File: src/rtl/ga_pkg.sv
// ga_pkg: shared chromosome width and type for the genetic-algorithm breeding blocks.
package ga_pkg;

    localparam int GA_WIDTH = 32;

    typedef logic [GA_WIDTH-1:0] chromosome_t;

endpackage

File: src/rtl/crossover_mutation_core.sv
// crossover_mutation_core: combinational uniform crossover followed by per-child XOR mutation.
import ga_pkg::*;

module crossover_mutation_core #(
    parameter int Width = GA_WIDTH
) (
    input  logic [Width-1:0] dad,
    input  logic [Width-1:0] mom,
    input  logic [Width-1:0] crossover_mask,
    input  logic [Width-1:0] daughter_mutation_mask,
    input  logic [Width-1:0] son_mutation_mask,
    output logic [Width-1:0] daughter,
    output logic [Width-1:0] son
);

    // Each mask bit routes dad to daughter and mom to son; a clear bit swaps the pair.
    assign daughter = ((crossover_mask & dad) | (~crossover_mask & mom)) ^ daughter_mutation_mask;
    assign son      = ((crossover_mask & mom) | (~crossover_mask & dad)) ^ son_mutation_mask;

endmodule

File: src/rtl/crossover_mutation.sv
// crossover_mutation: registered breeding stage, latency 1, or latency 2 when
// CROSSOVER_MUTATION_INREG_EN adds an input register stage.
import ga_pkg::*;

module crossover_mutation #(
    parameter int Width = GA_WIDTH
) (
    input  logic             clk,
    input  logic             reset,
    input  logic             in_valid,
    input  logic [Width-1:0] dad,
    input  logic [Width-1:0] mom,
    input  logic [Width-1:0] daughter_mutation_mask,
    input  logic [Width-1:0] son_mutation_mask,
    input  logic [Width-1:0] crossover_mask,
    output logic             out_valid,
    output logic [Width-1:0] daughter,
    output logic [Width-1:0] son
);

    logic             stage_valid;
    logic [Width-1:0] stage_dad;
    logic [Width-1:0] stage_mom;
    logic [Width-1:0] stage_dmm;
    logic [Width-1:0] stage_smm;
    logic [Width-1:0] stage_cm;
    logic [Width-1:0] next_daughter;
    logic [Width-1:0] next_son;

`ifdef CROSSOVER_MUTATION_INREG_EN
    always_ff @(posedge clk or posedge reset) begin
        if (reset) begin
            stage_valid <= 1'b0;
            stage_dad   <= '0;
            stage_mom   <= '0;
            stage_dmm   <= '0;
            stage_smm   <= '0;
            stage_cm    <= '0;
        end else begin
            stage_valid <= in_valid;
            stage_dad   <= dad;
            stage_mom   <= mom;
            stage_dmm   <= daughter_mutation_mask;
            stage_smm   <= son_mutation_mask;
            stage_cm    <= crossover_mask;
        end
    end
`else
    assign stage_valid = in_valid;
    assign stage_dad   = dad;
    assign stage_mom   = mom;
    assign stage_dmm   = daughter_mutation_mask;
    assign stage_smm   = son_mutation_mask;
    assign stage_cm    = crossover_mask;
`endif

    crossover_mutation_core #(.Width(Width)) u_core (
        .dad                    (stage_dad),
        .mom                    (stage_mom),
        .crossover_mask         (stage_cm),
        .daughter_mutation_mask (stage_dmm),
        .son_mutation_mask      (stage_smm),
        .daughter               (next_daughter),
        .son                    (next_son)
    );

    // Children only update on a valid sample so the last result stays visible.
    always_ff @(posedge clk or posedge reset) begin
        if (reset) begin
            out_valid <= 1'b0;
            daughter  <= '0;
            son       <= '0;
        end else begin
            out_valid <= stage_valid;
            if (stage_valid) begin
                daughter <= next_daughter;
                son      <= next_son;
            end
        end
    end

endmodule

File: config.mk
export PLATFORM = sky130hd
export DESIGN_NAME = crossover_mutation
export DESIGN_NICKNAME = d
export VERILOG_FILES = /design/src/rtl/ga_pkg.sv /design/src/rtl/crossover_mutation_core.sv /design/src/rtl/crossover_mutation.sv
export SDC_FILE = /design/constraint.sdc
export NUM_CORES = 1
export LEC_CHECK = 0
export BUFFER_PORTS_ARGS = -buffer_cell sky130_fd_sc_hd__buf_2
export CORE_MARGIN = 1
export CORE_UTILIZATION = 44
export CTS_CLUSTER_SIZE = 30
export DETAILED_ROUTE_END_ITERATION = 7
export PLACE_DENSITY = 0.81
export SLEW_MARGIN = 25
export SYNTH_ARGS = -nofsm -noshare
export SYNTH_HDL_FRONTEND = slang
export SYNTH_HIERARCHICAL = 1
export SYNTH_SLANG_ARGS = --single-unit
File: constraint.sdc
create_clock -name clk -period 2.2 [get_ports clk]
set_input_delay 0.33 -clock clk [delete_from_list [all_inputs] [get_ports clk]]
set_output_delay 0.33 -clock clk [all_outputs]
set_load 0.01 [all_outputs]
==> qor.log <==
[run_status] status finished, violations left
[run_status] violated checks design-rule violations
[power] total net switching power 1.007 mW
[sta] final critical-path share of the clock period 0.5413
[cts] maximum buffer depth of the clock tree 2
[power] part of the power in combinational logic 0.329
[worst_setup_path] CP Class flip-flop to primary output
[cts] Post-CTS Hold Fix Bufs 0
[logic_synthesis] Post-Syn Nets 428
[power] Clk pwr share 0.239
[sta] setup tns final 0 ns
[power] total power divided by cell area 668.1 nW/um^2
[logic_synthesis] number of standard cells after synthesis 265
[routing] total via count after detailed routing 2899
[sta] number of hold violations in the final report 0
[sta] fin crit period 1.191 ns
[cts] root cell of the clock tree sky130_fd_sc_hd__clkbuf_8
[sta] unrepaired setup endpoints after global routing no
[worst_hold_path] type of the tightest min-delay check input pin to async pin
[cts] clock tree from TritonCTS yes
[sta] pin slew with the least headroom to its limit 0.5077 ns
[logic_synthesis] Synth warnings 6
[routing] final wirelength 8.589 mm
[grt] vias in the first global route 2850
[sta] Worst Clk Skew 0 ns
[routing] number of violations reported at the end of detailed-routing iteration 0 53
[logic_synthesis] async set-or-reset flop fraction in the synthesized netlist 1.000
[job] max capacitance violation total 0
[worst_setup_path] type of element capturing the critical path primary output
[floorplan] floorplan die width 96.25 um
[grt] combined global-route utilization of all metal layers 0.1796
[worst_setup_path] launching element type of the critical path flip-flop
[logic_synthesis] library cell with the largest summed area after synthesis sky130_fd_sc_hd__dfrtp_1
[worst_setup_path] Crit Path Max Fanout 2
[cts] Post CTS Setup Buffer Count 0
[logic_synthesis] synthesized area divided by synthesized cell count 14.75 sq um
[grt] global-route wire length before repair 12.56 mm
[sta] final max-slew violation count 0
[cells_and_area] Antenna Diode Count 0
[routing] DRC viols 2
[routing] 1st-pass router iterations 8
[logic_synthesis] largest cells by area after synthesis sky130_fd_sc_hd__dfrtp_1, sky130_fd_sc_hd__mux2_4, sky130_fd_sc_hd__mux2i_1, sky130_fd_sc_hd__xnor2_1, sky130_fd_sc_hd__buf_12
[cells_and_area] end-of-flow core utilization 0.6065
[power] total design power 3.517 mW
[floorplan] Starting Density 0.4504
[placed_design] Port Buffer Count 227
[grt] antenna violations before repair 0
[routing] routed length per instance 14.01 um
[logic_synthesis] most common cell in the netlist sky130_fd_sc_hd__dfrtp_1
[worst_setup_path] data arrival time of the critical path 0.86 ns
[cells_and_area] share of post-route cells with drive strength above 1 0.6139
[grt] residual overflow from global routing 0
[worst_setup_path] cell with the largest stage delay on the worst path sky130_fd_sc_hd__dfrtp_1
[worst_setup_path] critical path's top delay family flip-flops
[power] sequential cell fraction of total power 0.432
[logic_synthesis] Post-Synthesis Cell Area 3909 sq um
[grt] pin count of the biggest net entering global routing 31
[logic_synthesis] library cells used by synthesis 8
[cts] number of clock sinks 65
[logic_synthesis] EDFF count, synth 0
[floorplan] die outline height 96.25 um
[cts] post_cts resized 0
[worst_setup_path] setup slack on the worst flop-to-flop path 1.42 ns
[floorplan] core area 8678 sq um
[placed_design] detailed placer's ending HPWL 6.967 mm
[floorplan] Die Outline Area 9264 sq um
[cells_and_area] area added between synthesis and finish 34.67%
[worst_setup_path] required time of the critical path 1.87 ns
[routing] Vias/cell 4.729
[logic_synthesis] flop and latch count out of synthesis 65
[logic_synthesis] flip-flop cell with the highest count after synthesis sky130_fd_sc_hd__dfrtp_1
[cts] H-tree levels 3
[worst_setup_path] cell chain of the critical path buf_2
[floorplan] Rows 34
[cts] CTS Buf Count 9
[sta] final hold slack 0.03492 ns
[logic_synthesis] sequential share of the synthesized area 0.4161
[placed_design] routability-driven placement congestion ratio 0.7193
[worst_setup_path] Critical Path Max Stage Delay 0.40 ns
[cts] clock edge transition at the registers on the reported setup and hold paths 0.07 ns
[routing] count of nets left with antenna violations after detail routing 0
[power] internal power of the cells 2.510 mW
[power] worst IR drop on VDD 0.2674 mV
[cts] worst skew pair latency 0.32 ns
[logic_synthesis] top cells by instance count after synthesis sky130_fd_sc_hd__dfrtp_1, sky130_fd_sc_hd__mux2i_1, sky130_fd_sc_hd__xnor2_1, sky130_fd_sc_hd__mux2_4, sky130_fd_sc_hd__buf_12
[power] sw frac 0.2864
[sta] Max Fclk 839.8 MHz
[worst_setup_path] WP buf/inv 1
[cells_and_area] final net count 664
[power] standby leakage power 2.788 nW
[logic_synthesis] area share of the largest cell type after synthesis 0.4161
[floorplan] top-level port count 228
[sta] number of endpoints failing setup at the final stage 0
[sta] Rel. slew slack 0.6611
[sequential cells by signal, summed over array words and instances, names as in the netlist]
register,flops
son,32
daughter,32
out_valid,1
[per-layer routing]
| metal | share of wire | GRT usage | vias to the layer above |
|---|---|---|---|
| li1 | - | - | 1399 |
| met5 | 0 | 0 | - |
| met1 | 0.38 | 0.1966 | 1362 |
| met2 | 0.54 | 0.3292 | 125 |
| met4 | 0.014 | 0.07836 | 0 |
| met3 | 0.065 | 0.04107 | 13 |
[area by class of cell]
cell class,instances,area [sq um]
timing repair buffer,232,1189
clock buffer,12,145.1
multi-input combinational,192,2147
sequential,65,1627
tap,108,135.1
clock inverter,3,17.52
fill,760,3415
inverter,1,3.754
[final timing paths]
path	start	cells past startpoint	endpoint
max	daughter[8]$_DFFE_PP0P_	1	daughter[8]
min	reset	2	son[6]$_DFFE_PP0P_
max reg2reg	daughter[8]$_DFFE_PP0P_	1	daughter[8]$_DFFE_PP0P_
min reg2reg	daughter[7]$_DFFE_PP0P_	1	daughter[7]$_DFFE_PP0P_
max in group asynchronous	reset	3	daughter[12]$_DFFE_PP0P_
min in group clk	daughter_mutation_mask[13]	3	daughter[13]$_DFFE_PP0P_
[layout by cell type (no fill, tap or decap)]
| master | count |
|---|---|
| sky130_fd_sc_hd__inv_2 | 1 |
| sky130_fd_sc_hd__dfrtp_1 | 65 |
| sky130_fd_sc_hd__mux2_4 | 60 |
| sky130_fd_sc_hd__mux2i_1 | 64 |
| sky130_fd_sc_hd__buf_4 | 5 |
| sky130_fd_sc_hd__clkinvlp_4 | 1 |
| sky130_fd_sc_hd__mux2_2 | 4 |
| sky130_fd_sc_hd__clkinv_2 | 2 |
| sky130_fd_sc_hd__buf_12 | 1 |
| sky130_fd_sc_hd__buf_2 | 226 |
| sky130_fd_sc_hd__clkbuf_8 | 10 |
| sky130_fd_sc_hd__clkbuf_1 | 2 |
| sky130_fd_sc_hd__xnor2_1 | 64 |
[power by group through the flow]
stage	Sequential (mW)	Combinational (mW)	Clock, mW
after floorplan	1.63	0.592	0
after global placement	1.54	1.13	0
after detailed placement	1.53	1.17	0
after CTS	1.52	1.17	0.876
after global routing	1.55	1.25	0.924
final	1.52	1.16	0.841
[stage by stage]
step                cell area, sq um  instances  setup slack (ns)
floorplan                       3909        265            0.2435
global placement                5101        598            0.7183
detailed placement              5101        598            0.6931
CTS                             5264        613            0.9786
global route                    5264        613            0.9574
finish                          5264        613             1.009
[kinds of logic after synthesis]
group / synth area share
xor+xnor: 0.1434
mux: 0.4059
buf+inv: 0.03457
flops: 0.4161
Power figures use the tool's default switching activity.
